<file path="config.mk">
export PLATFORM = sky130hd
export DESIGN_NAME = imem_loader
export DESIGN_NICKNAME = d
export VERILOG_FILES = /design/src/rtl/imem_loader.sv
export SDC_FILE = /design/constraint.sdc
export NUM_CORES = 1
export LEC_CHECK = 0
export ABC_AREA = 1
export BUFFER_PORTS_ARGS = -buffer_cell sky130_fd_sc_hd__buf_4
export CAP_MARGIN = 20
export CORE_MARGIN = 2
export CORE_UTILIZATION = 40
export CTS_BUF_LIST = sky130_fd_sc_hd__clkbuf_8
export CTS_CLUSTER_DIAMETER = 100
export DETAILED_ROUTE_END_ITERATION = 6
export SETUP_SLACK_MARGIN = 0.3
export SLEW_MARGIN = 20
export SYNTH_ARGS = -nofsm -noshare
export SYNTH_HDL_FRONTEND = slang
export SYNTH_SLANG_ARGS = --single-unit
</file>
<file path="constraint.sdc">
create_clock -name clk -period 3.3 [get_ports clk]
set_clock_uncertainty 0.1 [all_clocks]
set_input_delay 0.165 -clock clk [delete_from_list [all_inputs] [get_ports clk]]
set_output_delay 0.165 -clock clk [all_outputs]
set_load 0.01 [all_outputs]
</file>
<file path="src/rtl/imem_loader.sv">
// rtl/imem_loader.sv - boot loader: byte stream -> little-endian words into instruction memory,
// holding the core in reset until the image and its checksum are accepted.
module imem_loader #(
  parameter logic [31:0] BASE_ADDR   = 32'h0000_3000,
  parameter int          DEPTH_WORDS = 1024
) (
  input  logic        clk,
  input  logic        reset,
  input  logic [7:0]  in_data,
  input  logic        in_valid,
  output logic        in_ready,
  output logic        mem_we,
  output logic [31:0] mem_addr,
  output logic [31:0] mem_wd,
  output logic        cpu_reset,
  output logic        done,
  output logic        error,
  output logic [15:0] words_written
);

  typedef enum logic [2:0] {
    S_LEN_LO,
    S_LEN_HI,
    S_DATA,
    S_CHECK,
    S_DONE,
    S_ERROR
  } state_t;

  localparam logic [31:0] DEPTH = 32'(DEPTH_WORDS);

  state_t      state;
  logic [7:0]  len_lo;
  logic [15:0] len;
  logic [1:0]  lane;
  logic [23:0] word_buf;
  logic [7:0]  sum;
  logic        xfer;
  logic [15:0] n_rx;

  assign in_ready = !reset && (state == S_LEN_LO || state == S_LEN_HI ||
                               state == S_DATA   || state == S_CHECK);
  assign xfer     = in_valid && in_ready;
  assign n_rx     = {in_data, len_lo};

  always_ff @(posedge clk) begin
    if (reset) begin
      state         <= S_LEN_LO;
      len_lo        <= 8'd0;
      len           <= 16'd0;
      lane          <= 2'd0;
      word_buf      <= 24'd0;
      sum           <= 8'd0;
      mem_we        <= 1'b0;
      mem_addr      <= BASE_ADDR;
      mem_wd        <= 32'd0;
      cpu_reset     <= 1'b1;
      done          <= 1'b0;
      error         <= 1'b0;
      words_written <= 16'd0;
    end else begin
      mem_we <= 1'b0;
      case (state)
        S_LEN_LO: begin
          if (xfer) begin
            len_lo <= in_data;
            state  <= S_LEN_HI;
          end
        end
        S_LEN_HI: begin
          if (xfer) begin
            len <= n_rx;
            if ({16'd0, n_rx} > DEPTH) begin
              state <= S_ERROR;
              error <= 1'b1;
            end else if (n_rx == 16'd0) begin
              state <= S_CHECK;
            end else begin
              state <= S_DATA;
            end
          end
        end
        S_DATA: begin
          if (xfer) begin
            sum  <= sum + in_data;
            lane <= lane + 2'd1;
            case (lane)
              2'd0: word_buf[7:0]   <= in_data;
              2'd1: word_buf[15:8]  <= in_data;
              2'd2: word_buf[23:16] <= in_data;
              default: begin
                // words_written still equals this word's index: the previous
                // word's write landed at least three cycles ago.
                mem_wd        <= {in_data, word_buf};
                mem_addr      <= BASE_ADDR + {14'd0, words_written, 2'b00};
                mem_we        <= 1'b1;
                words_written <= words_written + 16'd1;
                if (words_written + 16'd1 == len) state <= S_CHECK;
              end
            endcase
          end
        end
        S_CHECK: begin
          if (xfer) begin
            if (in_data == sum) begin
              state     <= S_DONE;
              done      <= 1'b1;
              cpu_reset <= 1'b0;
            end else begin
              state <= S_ERROR;
              error <= 1'b1;
            end
          end
        end
        default: ;
      endcase
    end
  end

endmodule

</file>
======== Yosys cells after proc, flatten, opt, wreduce, memory -nomap -nowiden ========
Index checks and enable logic that the tools add are counted.
storage, ports and cells
  register bits ........................... 145
  word-level logic and storage cells ...... 77
operators by class
  muxes and demuxes ....................... 16
  reduce and logical (&&, ||, !) cells .... 23
  bitwise operators ....................... 3
  equal/unequal tests ..................... 15
  $lt $le $gt $ge ......................... 1
  add/sub/neg operators ................... 4
operators by type and width
  kind                                                                    number
  3-bit 2-to-1 mux                                                        7
  14-bit by 18-bit adder with 19-bit output, first input constant         1
  16-bit by 1-bit adder with 16-bit output, second input constant         1
  16-bit equality test                                                    1
  16-bit by 11-bit > comparator with 1-bit output, second input constant  1
  16-bit zero test                                                        1
  3-bit AND reduction                                                     5
  2-bit != test, second input constant                                    6
  3-bit case mux with 4 select lines                                      1
  8-bit adder                                                             1
  8-bit equality test                                                     1
  1-bit 2-to-1 mux                                                        7
  7-bit AND reduction                                                     1
  3-bit by 2-bit equality test with 1-bit output, second input constant   2
  2-bit AND reduction                                                     3
  3-bit OR reduction                                                      2
  5-bit AND reduction                                                     1
  2-bit by 1-bit != test with 1-bit output, second input constant         2
  4-bit nonzero test                                                      1
  3-bit by 1-bit equality test with 1-bit output, second input constant   1
  3-bit zero test                                                         1
  1-bit logical OR                                                        3
  1-bit inverter                                                          3
  2-bit by 1-bit adder with 2-bit output, second input constant           1
  7 further kinds                                                         8

======== Longest topological paths before layout ========
Gate-level depths: netlist of the first run.
  depth after elaboration ................. 8
  gate-level depth with buffers ........... 16
  mapped depth without buffers ............ 16

======== Least setup slack after synthesis of the first run ========
Ideal clock, no wire load.
  path type ............................... flip-flop to flip-flop
  start point ............................. register words_written[1]
  end point ............................... register state[0]
  stages on the path, launching flop included .. 17
  data arrival time ....................... 1.710 ns
  setup time .............................. 0.113 ns
  path slack .............................. 1.378 ns
  data required time ...................... 3.087 ns
  cell sequence ........................... dfxtp_1 -> ha_1 -> nand2_2 -> nor2_8 -> nand2_4 -> nor2_4 -> nand2_1 -> nand2_1 -> nand2_1 -> nand2_1 -> nand3_1 -> nor2_1 -> nand3_2 -> nand2_2 -> nand2_1 -> nand2_1 -> nor2_1
between the ends
  cells in the longest elaborated chain, start to end .. 4
RTL lines
  what                                                RTL line  text
  from (decl)                                         18        output logic [15:0] words_written
  from (signal assigned)                              97        words_written <= words_written + 16'd1;
  16-bit by 1-bit adder with 16-bit output            98        if (words_written + 16'd1 == len) state <= S_CHECK;
  16-bit equality test                                98
  2-bit by 1-bit != test with 1-bit output (no line)  -
  7-bit AND reduction (no line)                       -
  to (signal assigned)                                98
  to (signal assigned)                                106       state <= S_DONE;
  to (signal assigned)                                110       state <= S_ERROR;
  to (decl)                                           32        state_t state;
No other way between the ends.
A chain may end at the register's enable or synchronous reset.

======== Final worst setup path of the first run ========
  start point ............................. input reset
  end point ............................... register word_buf[0]
between the ends
  cells in the longest elaborated chain, start to end .. 4
RTL lines
  what                           RTL line  text
  from (decl)                    8         input logic reset,
  1-bit zero test                41        assign in_ready = !reset && (state == S_LEN_LO || state == S_LEN_HI ||
  1-bit logical AND              41
  1-bit logical AND              43        assign xfer = in_valid && in_ready;
  3-bit AND reduction (no line)  -
  to (signal assigned)           88        2'd0: word_buf[7:0] <= in_data;
  to (decl)                      36        logic [23:0] word_buf;
Several ways; a longest one is shown, not always the timed one.

==> results of run 1 <==
-- sequential cells by signal (all words and copies together) (netlist names) --
register       flops
mem_wd            32
word_buf          24
mem_addr          17
len               16
words_written     16
len_lo             8
sum                8
state              3
lane               2
cpu_reset          1
done               1
error              1
mem_we             1
-- power breakdown --
group | leakage [nW] | switching (mW) | internal, mW | total (mW)
Clock | 0.227 | 0.607 | 0.918 | 1.52
Combinational | 1.78 | 0.100 | 0.0495 | 0.150
Sequential | 1.05 | 0.00830 | 1.58 | 1.59
-- kinds of logic after synthesis --
| group | count (synthesis) |
|---|---|
| flops | 130 |
| buf+inv | 143 |
| other cells | 1 |
| fa+ha+maj | 15 |
| xor+xnor | 15 |
| compound gates | 239 |
| simple gates | 228 |
-- layer usage --
metal	routed length [um]	share of wire
met1	7080	0.48
met4	214	0.015
met3	681	0.046
met2	6740	0.46
met5	0	0
-- through the flow --
step / setup slack [ns] / total power, mW / hold slack [ns]
2_1_floorplan: 1.38 / 1.73 / 0.200
3_3_place_gp: 1.05 / 1.77 / 0.341
3_5_place_dp: 0.972 / 1.77 / 0.339
4_1_cts: 0.828 / 3.30 / 0.0278
5_1_grt: 0.568 / 3.39 / 0.0288
6_report: 0.794 / 3.27 / 0.0569
-- synth_stat cells, drive strengths merged --
cell type  instances  area, sq um
a211oi             2         15.0
a21o               1         7.51
a21oi            109          553
a31oi              3         18.8
buf               24          161
clkbuf            25         96.3
clkinv             1         3.75
conb               1         3.75
dfxtp            130         2600
fa                 1         20.0
ha                14          175
inv               93          349
nand2            100          400
nand3             35          185
nand3b             1         7.51
nand4              8         50.1
nor2              76          344
nor3               4         20.0
nor4               3         18.8
o211ai             2         15.0
o21ai            122          611
or4                1         7.51
xnor2              2         17.5
xnor3              2         45.0
xor2              11         96.3
-- worst max-delay path: cells and delay by family --
kind	cells	cell delay (ns)
AND/OR/NAND/NOR	5	0.92
AO/OA/AOI/OAI	1	0.07
buffers and inverters	4	1.56
-- layout make-up --
type / count / area, sq um / area share
inverters: 94 / 353 / 0.0501
clock inverters: 8 / 150 / 0.0213
well taps: 184 / 230 / 0.0327
repair buffers: 94 / 741 / 0.105
multi-input cells: 512 / 2660 / 0.378
clock buffers: 22 / 303 / 0.0430
flip-flops and latches: 130 / 2600 / 0.370
-- worst paths after layout --
path                              startpoint            to  slack, ns  cells after the start
worst max-delay path                   reset   word_buf[0]       0.79                     10
worst min-delay path              in_data[4]   word_buf[4]       0.06                      3
worst max register to register      state[1]   word_buf[0]       0.99                      9
worst min register to register  word_buf[11]  word_buf[11]       0.36                      2
==> flow_summary.yaml, run 1 <==
run_status:
  status: "completed"
global_routing:
  antenna_found_initial: 0
  grtUsageMet1: 0.262
  grt_max_degree: 58
  grt_util_met3: 0.0481
  groute.layer.met2.usage: 0.306
  grt_overflow: 0
  top_usage_layer: "met2"
  grt_pass1_wl_mm: 24.2
  grtUsageTotal: 0.194
  grt_pass1_vias: 4656
layout:
  drive_gt1_frac: 0.158
  nets: 875
  area_growth_pct: 20.9
  final_common_cell: "dfxtp_1"
  antenna_cells: 0
  final_cell_area_sq_um: 7040
  finalNonFillerCells: 1044
  final_cell_mix: "dfxtp_1, o21ai_0, a21oi_1, nand2_1, inv_1"
  fin_util: 0.490
  n_fill_cell: 1460
clock_tree:
  cts-root-buf: "clkbuf_8"
  cts_tree: "yes"
  numCtsBuffers: 17
  cts.sinks: 130
  cts_buffer_depth: 2
  cts_setup_buffers: 0
  clk_pin_slew_ns: 0.07
  post_cts_resized: 0
  clock_latency_ns: 0.44
  cts_hold_buffers: 9
  htree_num_levels: 4
timing:
  setup_violations: 0
  final-hold-violation-count: 0
  slew_headroom: 0.516
  rsz0062_at_grt: "no"
  fin_crit_sh: 0.759
  tightestPinTransition_ns: 0.725
  setup_tns_ns: 0
  min_period_ns: 2.51
  fmax_ghz: 0.399
  maxSlewViolCount: 0
synth:
  synth_seq_cells: 130
  yosysWarnings: 0
  synth_top_family_by_area: "compound AO/OA/AOI/OAI gates"
  synthAdderAreaFrac: 0.0335
  syn_area_per_cell_sq_um: 7.55
  yosysUniqueCellTypes: 37
  postSynthCellCount: 771
  netlist_area_sq_um: 5820
  synthSimpleGateAreaFrac: 0.177
  synthXorXnorAreaFrac: 0.0273
  muxShareOfSynthArea: 0
  yosysSeqAreaShare: 0.447
  synth_compound_area_frac: 0.209
floorplan:
  initial_core_util: 0.405
  die_area_sq_um: 15500
  die_h_um: 125
  core-area_sq_um: 14400
  die_x_um: 125
  rows: 44
  io_pins: 96
detailed_routing:
  wl_per_cell_um: 14.1
  drtIter0Drc: 304
  drc: 0
  dr_total_vias: 5072
  vias_per_cell: 4.86
  drtAntennaViolNets: 0
  drt_first_pass_iters: 5
  wl_mm: 14.7
placed_design:
  postPlaceCellArea_sq_um: 6500
  dp.cells: 1005
  dp_hpwl_mm: 10.2
  gp_congestion: 0.863
  port_buffers: 80
setup_path:
  cpMaxStageDelayCell: "dlygate4sd3_1"
  criticalPathCategory: "primary input to register"
  worstPathArrival_ns: 2.73
  cp_cell_sequence: "dlygate4sd3_1 -> buf_4 -> nor2_1 -> nand2_1 -> nor2_4 -> buf_4 -> nand2_1 -> nand2_1 -> a21oi_1 -> dlygate4sd3_1"
  end_kind: "register"
  cp_common_cell: "nand2_1"
  cp.required_ns: 3.53
  cp_max_fo: 22
  cpPeakStageDelay_ns: 0.56
  start_kind: "primary input"
worst_hold_path:
  hp-class: "primary input to register"
power:
  ir_drop_mv: 0.202
  powerDensity_nw_per_um2: 464
  leakage_nw: 3.06
run:
  drv_cap: 0
Power figures use the tool's default switching activity.
==> run 2: changes to the inputs <==
--- a/config.mk
+++ b/config.mk
@@ -5,7 +5,7 @@
 export SDC_FILE = /design/constraint.sdc
 export NUM_CORES = 1
 export LEC_CHECK = 0
-export ABC_AREA = 1
+export ABC_AREA = 0
 export BUFFER_PORTS_ARGS = -buffer_cell sky130_fd_sc_hd__buf_4
 export CAP_MARGIN = 20
 export CORE_MARGIN = 2
==> constraint.sdc (replaced) <==
create_clock -name clk -period 2.5 [get_ports clk]
set_clock_uncertainty 0.1 [all_clocks]
set_input_delay 0.125 -clock clk [delete_from_list [all_inputs] [get_ports clk]]
set_output_delay 0.125 -clock clk [all_outputs]
set_load 0.01 [all_outputs]
==> run 2 against run 1 <==
  * Synthesized cell count decreased by 5.4%
  * Register-to-register slack got worse by 0.66 ns
  * Via count increased by 2.7%
  * Routed wire length rose by 1.9%
  * Sequential share of layout area shrank 0.30 points
  * Critical path depth is 1 lower
  * Setup slack got worse by 0.47 ns
  * Clock power increased by 9%
  * Core utilization increased by 0.31 points
  * Combinational power rose by 21%
==> flow_summary.yaml, run 2 <==
global_routing:
  antenna_found_initial: 0
  grt_pass1_vias: 4930
  grt_overflow: 0
  grt_max_degree: 96
  grt_pass1_wl_mm: 24.3
  grtUsageTotal: 0.192
synth:
  yosysSeqAreaShare: 0.442
  postSynthCellCount: 729
  synth_area_leader_cell: "dfxtp_1"
  yosysMostFrequentCell: "nand2_1"
  synth_common_cells: "nand2_1, dfxtp_1, a21oi_1"
  ys.flop_type: "dfxtp_1"
  synthArstFlopShare: 0
  synthTopCellsByArea: "dfxtp_1, nand2_1, a21oi_1"
  yosys.area.top_type_share: 0.442
  synth_edf_count: 0
  syn_area_per_cell_sq_um: 8.07
  netlist_area_sq_um: 5890
  yosysWarnings: 0
  synth_seq_cells: 130
  yosysUniqueCellTypes: 63
floorplan:
  initial_core_util: 0.406
  die_x_um: 125
  rows: 44
  die_h_um: 125
  die_area_sq_um: 15700
  io_pins: 96
  core-area_sq_um: 14500
layout:
  reg_top3: "mem_wd (32), word_buf (24), mem_addr (17)"
  top_register: "mem_wd"
  final_cell_area_sq_um: 7140
  final_common_cell: "nand2_1"
  area_growth_pct: 21.3
  drive_gt1_frac: 0.199
  largest_reg_flops: 32
  final_cell_mix: "nand2_1, dfxtp_1, buf_4, a21oi_1, nand3_1"
  finalNonFillerCells: 1002
  antenna_cells: 0
  nets: 832
setup_path:
  worstPathArrival_ns: 2.44
  cp_max_fo: 9
  start_kind: "primary input"
  criticalPathCategory: "primary input to register"
  cp.required_ns: 2.76
  end_kind: "register"
placed_design:
  dp_hpwl_mm: 9.97
  gp_congestion: 0.823
  dp.cells: 957
  port_buffers: 80
  postPlaceCellArea_sq_um: 6580
clock_tree:
  clk_pin_slew_ns: 0.08
  cts_tree: "yes"
  clock_latency_ns: 0.44
  cts-root-buf: "clkbuf_8"
  cts_buffer_depth: 2
  numCtsBuffers: 17
  cts.sinks: 130
  htree_num_levels: 4
timing:
  maxSlewViolCount: 0
  fmax_ghz: 0.460
  rsz0062_at_grt: "yes"
  setup_violations: 0
  final-hold-violation-count: 0
  slew_headroom: 0.355
  fin_crit_sh: 0.869
  tightestPinTransition_ns: 0.968
  min_period_ns: 2.17
  setup_tns_ns: 0
power:
  total_power_mw: 3.93
  ir_drop_mv: 0.323
  powerDensity_nw_per_um2: 551
  leakage_nw: 2.67
run:
  drv_cap: 0
detailed_routing:
  dr_total_vias: 5211
  drtIter0Drc: 333
  wl_mm: 15.0
  drt_first_pass_iters: 5
  vias_per_cell: 5.20
  wl_per_cell_um: 15.0
  drtAntennaViolNets: 0
  drc: 0
run_status:
  status: "completed"
worst_hold_path:
  hp-class: "primary input to register"
[run 2: cell count changes after synthesis, moves of 15 or more]
cell	previous run	this run
nand2_1	94	157
o21ai_0	120	9
xnor2_1	2	22
inv_1	91	14
nand3_1	33	48
nor2_1	68	47
[run 2: area by class of cell]
| cell class | count | area [sq um] |
|---|---|---|
| flip-flops and latches | 130 | 2620 |
| clock inverters | 13 | 113 |
| repair buffers | 114 | 898 |
| fillers | 1440 | 7340 |
| inverters | 15 | 56.3 |
| clock buffers | 18 | 248 |
| multi-input cells | 528 | 2980 |
| well taps | 184 | 230 |
[run 2: worst paths after layout]
| path | startpoint | endpoint | slack, ns | cells after the start |
|---|---|---|---|---|
| max | in_data[2] | sum[7] | 0.33 | 9 |
| min reg2reg | mem_addr[14] | mem_addr[14] | 0.35 | 2 |
| min | in_data[1] | sum[1] | 0.08 | 4 |
| max reg2reg | words_written[1] | state[1] | 0.33 | 7 |
[run 2: metal layers]
layer / part of all wire / global-route usage
met5: 0 / 0
met4: 0.012 / 0.0549
met3: 0.051 / 0.0522
met2: 0.48 / 0.324
met1: 0.46 / 0.242
[run 2: critical path, cell delays in order]
cell,delay [ns]
dlygate4sd3_1,0.54
buf_4,0.19
ha_1,0.35
inv_1,0.06
o211ai_1,0.25
a2111oi_2,0.12
or4_1,0.50
a21o_1,0.17
a21oi_1,0.13
[run 2: kinds of logic (layout without fill, tap and decap cells)]
kind of cell | Yosys count | in the layout | synth area share
multiplexers | 8 | 8 | 0.0136
buffers and inverters | 85 | 160 | 0.0695
XOR/XNOR | 40 | 40 | 0.0595
flip-flops | 130 | 130 | 0.442
AND/OR/NAND/NOR | 308 | 308 | 0.243
other | 1 | 15 | 0.000637
AO/OA/AOI/OAI | 142 | 142 | 0.139
adder cells (fa/ha/maj) | 15 | 15 | 0.0332
[run 2: where the power goes]
group	leakage [nW]	total (mW)	internal (mW)	switching, mW
combinational	1.43	0.181	0.0609	0.120
clock	0.186	1.66	0.804	0.858
sequential	1.05	2.09	2.08	0.0112
[run 2: what timing repair did]
item,CTS,global route
buffers inserted,4,1
pin swaps,6,6
hold endpoints to repair,49,0
setup endpoints to repair,2,4
resized for setup,9,13
cloned,0,0
hold buffers,9,0
[run 2: stage by stage]
| step | setup slack (ns) | hold WS [ns] | util |
|---|---|---|---|
| after floorplan | 0.301 | 0.161 | - |
| after CTS | 0.307 | 0.0549 | 0.490 |
| after detailed placement | 0.129 | 0.346 | 0.455 |
| after global routing | 0.242 | 0.0665 | 0.493 |
| after global placement | 0.139 | 0.336 | 0.455 |
| final | 0.327 | 0.0814 | 0.493 |
